File: src/rtl/sync_fifo_pkg.sv
// Shared definitions for the synchronous FIFO: read-mode constants and the
// occupancy-field width helper.
package sync_fifo_pkg;

    localparam int FIFO_STD  = 0;
    localparam int FIFO_FWFT = 1;

    // Occupancy must represent 0..DEPTH inclusive, hence depth+1 values.
    function automatic int calc_cnt_w(input int depth);
        return $clog2(depth + 1);
    endfunction

endpackage

File: src/rtl/sync_fifo_mem.sv
// Simple dual-port storage: one synchronous write port, one asynchronous read
// port. Contents are deliberately not reset.
module sync_fifo_mem #(
    parameter int WIDTH = 32,
    parameter int DEPTH = 16,
    parameter int AW    = 4
) (
    input  logic             clk_i,
    input  logic             we_i,
    input  logic [AW-1:0]    waddr_i,
    input  logic [WIDTH-1:0] wdata_i,
    input  logic [AW-1:0]    raddr_i,
    output logic [WIDTH-1:0] rdata_o
);

    logic [WIDTH-1:0] mem_reg [DEPTH];

    always_ff @(posedge clk_i) begin
        if (we_i) begin
            mem_reg[waddr_i] <= wdata_i;
        end
    end

    assign rdata_o = mem_reg[raddr_i];

endmodule

File: src/rtl/sync_fifo_pro.sv
// Single-clock FIFO with occupancy count, programmable almost-full/empty
// thresholds, sticky overflow/underflow flags and selectable FWFT read mode.
module sync_fifo_pro
    import sync_fifo_pkg::*;
#(
    parameter int WIDTH = 32,
    parameter int DEPTH = 16,
    parameter int FWFT  = FIFO_STD,
    parameter int CNT_W = calc_cnt_w(DEPTH)
) (
    input  logic             clk_i,
    input  logic             rst_i,
    input  logic             clr_i,
    input  logic [WIDTH-1:0] wdata_i,
    input  logic             wr_en_i,
    input  logic             rd_en_i,
    output logic [WIDTH-1:0] rdata_o,
    input  logic [CNT_W-1:0] af_level_i,
    input  logic [CNT_W-1:0] ae_level_i,
    output logic             full_o,
    output logic             empty_o,
    output logic             almost_full_o,
    output logic             almost_empty_o,
    output logic             overflow_o,
    output logic             underflow_o,
    output logic [CNT_W-1:0] count_o
);

    localparam int PTR_W = (DEPTH > 1) ? $clog2(DEPTH) : 1;

    logic [PTR_W-1:0] wr_ptr_reg, wr_ptr_next;
    logic [PTR_W-1:0] rd_ptr_reg, rd_ptr_next;
    logic [CNT_W-1:0] count_reg, count_next;
    logic             ovf_reg, ovf_next;
    logic             unf_reg, unf_next;
    logic [WIDTH-1:0] rdata_reg, rdata_next;
    logic [WIDTH-1:0] mem_rdata;
    logic             rd_acc, wr_acc, mem_we;

    function automatic logic [PTR_W-1:0] ptr_inc(input logic [PTR_W-1:0] p);
        return (p == PTR_W'(DEPTH - 1)) ? '0 : p + 1'b1;
    endfunction

    assign empty_o        = (count_reg == '0);
    assign full_o         = (count_reg == CNT_W'(DEPTH));
    assign almost_full_o  = (count_reg >= af_level_i);
    assign almost_empty_o = (count_reg <= ae_level_i);
    assign count_o        = count_reg;
    assign overflow_o     = ovf_reg;
    assign underflow_o    = unf_reg;

    // A full FIFO still accepts a write when the same cycle pops a word.
    assign rd_acc = rd_en_i && !empty_o;
    assign wr_acc = wr_en_i && (!full_o || rd_acc);
    assign mem_we = wr_acc && !clr_i && !rst_i;

    always_comb begin
        wr_ptr_next = wr_ptr_reg;
        rd_ptr_next = rd_ptr_reg;
        count_next  = count_reg;
        ovf_next    = ovf_reg;
        unf_next    = unf_reg;
        rdata_next  = rdata_reg;
        if (clr_i) begin
            wr_ptr_next = '0;
            rd_ptr_next = '0;
            count_next  = '0;
            ovf_next    = 1'b0;
            unf_next    = 1'b0;
        end else begin
            if (wr_acc) begin
                wr_ptr_next = ptr_inc(wr_ptr_reg);
            end
            if (rd_acc) begin
                rd_ptr_next = ptr_inc(rd_ptr_reg);
                rdata_next  = mem_rdata;
            end
            if (wr_acc && !rd_acc) begin
                count_next = count_reg + 1'b1;
            end else if (rd_acc && !wr_acc) begin
                count_next = count_reg - 1'b1;
            end
            if (wr_en_i && !wr_acc) begin
                ovf_next = 1'b1;
            end
            if (rd_en_i && empty_o) begin
                unf_next = 1'b1;
            end
        end
    end

    always_ff @(posedge clk_i) begin
        if (rst_i) begin
            wr_ptr_reg <= '0;
            rd_ptr_reg <= '0;
            count_reg  <= '0;
            ovf_reg    <= 1'b0;
            unf_reg    <= 1'b0;
            rdata_reg  <= '0;
        end else begin
            wr_ptr_reg <= wr_ptr_next;
            rd_ptr_reg <= rd_ptr_next;
            count_reg  <= count_next;
            ovf_reg    <= ovf_next;
            unf_reg    <= unf_next;
            rdata_reg  <= rdata_next;
        end
    end

    sync_fifo_mem #(
        .WIDTH (WIDTH),
        .DEPTH (DEPTH),
        .AW    (PTR_W)
    ) u_mem (
        .clk_i   (clk_i),
        .we_i    (mem_we),
        .waddr_i (wr_ptr_reg),
        .wdata_i (wdata_i),
        .raddr_i (rd_ptr_reg),
        .rdata_o (mem_rdata)
    );

    // The popped-word register doubles as the FWFT hold value when empty.
    generate
        if (FWFT == FIFO_FWFT) begin : g_fwft
            assign rdata_o = empty_o ? rdata_reg : mem_rdata;
        end else begin : g_std
            assign rdata_o = rdata_reg;
        end
    endgenerate

endmodule

File: config.mk
export PLATFORM = sky130hd
export DESIGN_NAME = sync_fifo_pro
export DESIGN_NICKNAME = d
export VERILOG_FILES = /design/src/rtl/sync_fifo_pkg.sv /design/src/rtl/sync_fifo_mem.sv /design/src/rtl/sync_fifo_pro.sv
export SDC_FILE = /design/constraint.sdc
export NUM_CORES = 1
export LEC_CHECK = 0
export ABC_AREA = 1
export BUFFER_PORTS_ARGS = -buffer_cell sky130_fd_sc_hd__clkbuf_2
export CAP_MARGIN = 10
export CORE_ASPECT_RATIO = 0.6
export CORE_MARGIN = 4
export CORE_UTILIZATION = 55
export CTS_CLUSTER_SIZE = 12
export DETAILED_ROUTE_END_ITERATION = 8
export PLACE_DENSITY = 0.75
export SLEW_MARGIN = 5
export SYNTH_ARGS = -nofsm -noshare
export SYNTH_HDL_FRONTEND = slang
export SYNTH_HIERARCHICAL = 1
export SYNTH_SLANG_ARGS = --single-unit
File: constraint.sdc
create_clock -name clk_i -period 2.6 [get_ports clk_i]
set_input_delay 0.13 -clock clk_i [delete_from_list [all_inputs] [get_ports clk_i]]
set_output_delay 0.13 -clock clk_i [all_outputs]
set_load 0.05 [all_outputs]
Word-level counts from Yosys, hierarchy flattened
Memory sizes are Yosys's and may differ from the RTL's. A register that Yosys moved wholly into a read port is not among the register bits.
Index checks and enable logic that the tools add are counted.
{"block": "totals", "n_memories": 1, "out_inout_bits": 43, "mem_bits_rw": 512, "in_bits": 47, "ff_bits": 15}
{"block": "op_classes", "eq_ne": 3, "n_reduce_logical": 19, "magnitude_cmp": 2, "n_mux": 6, "bitwise_logic": 1, "addsub": 4}
{"memory": "u_mem.mem_reg", "depth": 16, "width": 32, "rd": 1, "rd_ports_with_merged_regs": 1, "write_ports": 1, "line_no": "sync_fifo_mem.sv:16", "source": "logic [WIDTH-1:0] mem_reg [DEPTH];"}
{"op": "$mux 5", "count": 2}
{"op": "$add 4x1->4 const B", "count": 2}
{"op": "$eq 4x4->1 const B", "count": 2}
{"op": "$logic_and 1x1->1", "count": 8}
{"op": "$mux 4", "count": 2}
{"op": "$logic_not 1->1", "count": 6}
{"op": "$add 5x1->5 const B", "count": 1}
{"op": "$eq 5x5->1 const B", "count": 1}
{"op": "$ge 5x5->1", "count": 1}
{"op": "$le 5x5->1", "count": 1}
{"op": "$logic_not 5->1", "count": 1}
{"op": "$sub 5x1->5 const B", "count": 1}
{"op": "$mux 1", "count": 2}
{"op": "$reduce_and 2->1", "count": 1}
{"op": "$reduce_bool 2->1", "count": 1}
{"op": "$reduce_or 2->1", "count": 1}
{"op": "$logic_or 1x1->1", "count": 1}
{"op": "$not 1->1", "count": 1}

Longest topological paths before layout
{"block": "depth", "depth_word": 9, "mapped_depth": 15, "ltp_nobuf": 15}

Hierarchy
The synthesis kept the hierarchy.
{"mod": "sync_fifo_mem", "instances": 1, "cells_per_inst": 2088, "area_per_inst_um2": 22089.9, "seq_area_each_um2": 15374.7}
{"mod": "sync_fifo_pro", "instances": 1, "cells_per_inst": 440, "area_per_inst_um2": 3071.7, "seq_area_each_um2": 940.9}

Worst setup path before layout
No wires, ideal clock.
{"block": "synth_path", "path_kind": "reg-to-reg", "from": "register count_reg[2] (netlist: count_o[2])", "to": "memory u_mem.mem_reg[12][0], enable pin", "t_arrival_ps": 2835, "n_path_buf": 0, "required_ps": 2179, "path_slack_ps": -656, "path_stages_with_launch": 7, "path_cell_list": "dfxtp_1 -> nor2_4 -> nand4_1 -> nand2_1 -> nor2_1 -> nand3_1 -> nor2_1"}
{"block": "synth_via", "elab_chain_len": 9}
{"item": "start: declaration", "line_no": "sync_fifo_pro.sv:33", "source": "logic [CNT_W-1:0] count_reg, count_next;"}
{"item": "start signal: assignment", "line_no": "sync_fifo_pro.sv:103", "source": "count_reg <= count_next;"}
{"item": "$logic_not 5->1", "line_no": "sync_fifo_pro.sv:44", "source": "assign empty_o = (count_reg == '0);"}
{"item": "$logic_not 1->1", "line_no": "sync_fifo_pro.sv:53", "source": "assign rd_acc = rd_en_i && !empty_o;"}
{"item": "$logic_and 1x1->1", "line_no": "sync_fifo_pro.sv:53"}
{"item": "$logic_or 1x1->1 (*)", "line_no": "sync_fifo_pro.sv:54", "source": "assign wr_acc = wr_en_i && (!full_o || rd_acc);"}
{"item": "$logic_and 1x1->1 (*)", "line_no": "sync_fifo_pro.sv:54"}
{"item": "$logic_and 1x1->1 (*) (2 in a row)", "line_no": "sync_fifo_pro.sv:55", "source": "assign mem_we = wr_acc && !clr_i && !rst_i;"}
{"item": "via mem_we", "line_no": "sync_fifo_pro.sv:38", "source": "logic rd_acc, wr_acc, mem_we;"}
{"item": "$mux 1 (*)", "line_no": "sync_fifo_mem.sv:19", "source": "if (we_i) begin"}
{"item": "$mux 1 (implied by the code) (*)", "line_no": "sync_fifo_mem.sv:20", "source": "mem_reg[waddr_i] <= wdata_i;"}
{"item": "end: declaration", "line_no": "sync_fifo_mem.sv:16"}
The timed path passes the listed nets; every way through them passes the cells marked *.

Final worst setup path
{"block": "layout_path", "from": "input port rst_i", "to": "memory u_mem.mem_reg[7][14], enable pin"}
{"block": "layout_via", "elab_chain_len": 4}
{"item": "start: declaration", "line_no": "sync_fifo_pro.sv:12", "source": "input logic rst_i,"}
{"item": "$logic_not 1->1", "line_no": "sync_fifo_pro.sv:55"}
{"item": "$logic_and 1x1->1", "line_no": "sync_fifo_pro.sv:55"}
{"item": "via mem_we", "line_no": "sync_fifo_pro.sv:38"}
{"item": "$mux 1", "line_no": "sync_fifo_mem.sv:19"}
{"item": "$mux 1 (implied by the code)", "line_no": "sync_fifo_mem.sv:20"}
The timed path passes the listed nets, and every way through them passes these cells.

==> run_results.csv <==
group,metric,value,unit
finish,final_common_cell,"nand2_1",
setup_path,rr_startpoint,"count_o[0]",
die,rows,60,
detailed_routing,vias_per_cell,5.32,
power,netSwitchingFraction,25.3,%
detailed_routing,wl_per_cell,18.0,um
die,die_h,174,um
die,start_util,56.0,%
detailed_routing,drt_iter0_drc,1991,
power,sequentialPowerShare,52.0,%
global_routing,grt_pass1_vias,16900,
power,leakage,0.0122,uW
sta,finalHoldViolCount,2,
global_routing,grt_pass1_wl,92400,um
logic_synthesis,yosys-top-cells-area,"edfxtp_1 61%, nand2_1 12%, nand3_1 7.9%",
placed_design,hpwl,34000,um
flow_run,cap_violations,0,
clock_tree,cts_buffers,53,
die,design.core.area,45000,um2
sta,clock_skew,0.0183,ns
logic_synthesis,syn_inst,2528,
sta,setup_violations,0,
clock_tree,cts_root_buf,"clkbuf_16",
clock_tree,clkLatencyLatePin,0.58,ns
finish,final_cell_mix,"774 x nand2_1, 513 x inv_1, 512 x edfxtp_1",
sta,worst_hold_slack,-0.00101,ns
setup_path,crit_path_start,"rst_i",
global_routing,grt_max_degree,122,
power,clkPwrFrac,36.0,%
clock_tree,clock-sinks,559,
min_path,min_path_type,"primary input to flip-flop",
clock_tree,h-tree-depth,2,
finish,nets,2694,
clock_tree,cts_tree,"built",
setup_path,critPathTopFamily,"buffers and inverters",
die,die_w,284,um
logic_synthesis,synth.avg_cell_area,9.95,um2
logic_synthesis,yosys_warnings,6,
power,vdd_drop_max,0.486,mV
logic_synthesis,synth_edf_count,512,
logic_synthesis,synth-seq-cells,559,
logic_synthesis,synth-main-ff-cell,"edfxtp_1",
setup_path,path_max_fanout,16,
min_path,hp-start,"wdata_i[7]",
setup_path,end_kind,"flip-flop",
setup_path,cp_data_required_time,2.83,ns
sta,relSlewSlack,26.2,%
sta,rsz0062_at_grt,"no",
clock_tree,clk_pin_slew,0.06,ns
outcome,violations,"hold timing",
global_routing,grt_usage,23.5,%
power,p_comb_share,12.0,%
setup_path,cp-start-kind,"primary input",
detailed_routing,first_pass_iters,5,
die,num_io_pins,90,
setup_path,crit_buf_inv,6,
setup_path,critPathSlowestCell,"dlygate4sd3_1",
outcome,status,"complete, but fails checks",
detailed_routing,ant_nets,0,
sta,fin_crit_sh,98.1,%
setup_path,crit_arrival,2.78,ns
placed_design,post_dp_cell_area,26300,um2
placed_design,gp_congestion,0.838,
clock_tree,clock_path_buffers,3,
global_routing,grt.overflow.total,0,
logic_synthesis,synth_top_cell_by_area,"edfxtp_1",
logic_synthesis,syn_area,25200,um2
placed_design,port_buffers,89,
finish,largest_reg_flops,512,
finish,seq_area,16300,um2
power,p_per_area,687,nW/um2
detailed_routing,via_count,17300,
sta,worstMarginPinSlew,1.11,ns
sta,fin_crit,2.55,ns
sta,max_clock_freq,392,MHz
setup_path,worst-setup-path-type,"primary input to flip-flop",
finish,area_delta_synth_final,11.0,%
logic_synthesis,ys_seq_area_share,64.8,%
detailed_routing,wirelength,58400,um
global_routing,antenna_found_initial,2,
finish,drive_above_1_share,11.1,%
die,dieArea,49300,um2
sta,slew_violations,0,
logic_synthesis,synth_async_sr_flop_share,0,%
logic_synthesis,yosysTopAreaCellShare,61.1,%
sta,fin_tns_setup,0,ns
power,switchingPower,4850,uW
detailed_routing,drc,0,
setup_path,crit_chain,"dlygate4sd3_1 -> clkbuf_2 -> nor2_1 -> dlygate4sd3_1 -> clkinv_1 -> nor2_1 -> nand3b_1 -> buf_4 -> nor2_4 -> buf_4",
power,intPower,14300,uW
finish,multi_input_area,6160,um2
logic_synthesis,synth_fp_nets,2593,
finish,fillers,3496,
logic_synthesis,synth_cell_types,35,
setup_path,max_stage_delay,0.58,ns
finish,final_area,27900,um2
==> kinds of logic (layout without fill, tap and decap cells) <==
kind of cell	after synthesis	after routing	share of synthesized area, %
AND/OR/NAND/NOR	1281	1281	22.3
other	0	1	0
buffers and inverters	638	766	11.2
flip-flops	559	559	64.8
XOR/XNOR	5	5	0.174
adder cells (fa/ha/maj)	18	18	0.925
AO/OA/AOI/OAI	27	27	0.617
==> per-layer routing <==
| metal | up-vias | GRT usage [%] | part of all wire (%) |
|---|---|---|---|
| li1 | 8208 | - | - |
| met1 | 8180 | 33.3 | 42 |
| met2 | 757 | 38.1 | 46 |
| met3 | 109 | 3.64 | 8.6 |
| met4 | 2 | 6.85 | 2.7 |
| met5 | - | 0 | 0.017 |
==> final cells by class <==
| type | instances | share of cell area [%] |
|---|---|---|
| Sequential cell | 559 | 58.4 |
| Inverter | 520 | 7.03 |
| Multi-Input combinational cell | 1331 | 22.0 |
| Antenna cell | 1 | 0.00896 |
| Tap cell | 589 | 2.64 |
| Timing Repair Buffer | 164 | 4.58 |
| Clock inverter | 4 | 0.116 |
| Clock buffer | 78 | 5.16 |
==> power by group through the flow <==
stage,Combinational (uW),Clock (uW),Sequential [uW]
after detailed placement,2260,0,10200
after global placement,2230,0,10200
after global routing,2530,7450,9980
after floorplan,1460,0,10400
final,2300,6910,9970
after CTS,2300,7040,9970
==> timing repair <==
| item | CTS | global route |
|---|---|---|
| buffers inserted | 0 | 2 |
| endpoints found under the setup margin | 0 | 72 |
| hold buffers | 18 | 0 |
| resized for setup | 0 | 1 |
| endpoints found under the hold margin | 208 | 0 |
==> path summary, 6_finish.rpt <==
| kind | slack [ns] | endpoint | cells past startpoint |
|---|---|---|---|
| setup / recovery | 0.05 | u_mem/mem_reg[7][14] | 10 |
| setup reg to reg | 0.26 | u_mem/mem_reg[7][14] | 8 |
| hold / removal | -0.001 | u_mem/mem_reg[14][7] | 1 |
| hold reg to reg | 0.47 | underflow_o | 2 |
==> cell usage after synthesis, types with 3 or more instances <==
| cell | count |
|---|---|
| nand2_1 | 774 |
| inv_1 | 515 |
| edfxtp_1 | 512 |
| nand3_1 | 399 |
| dfxtp_1 | 47 |
| buf_2 | 44 |
| nor2_1 | 43 |
| buf_6 | 32 |
| nand3_2 | 29 |
| nor2_2 | 27 |
| ha_1 | 17 |
| buf_1 | 14 |
| clkbuf_1 | 14 |
| a21oi_1 | 11 |
| buf_4 | 9 |
| o21ai_0 | 9 |
| buf_12 | 5 |
| xor2_1 | 3 |
==> stage by stage <==
| stage | setup slack [ns] | total power, uW | cells | util, % |
|---|---|---|---|---|
| after global routing | 0.00730 | 20000 | 3245 | 62.1 |
| after detailed placement | 0.292 | 12400 | 3143 | 58.4 |
| after CTS | 0.0904 | 19300 | 3243 | 62.1 |
| after floorplan | -0.196 | 11900 | 2528 | - |
| final | 0.0507 | 19200 | 3246 | 62.1 |
| after global placement | 0.270 | 12400 | 3143 | 58.4 |
Power figures use the tool's default switching activity.
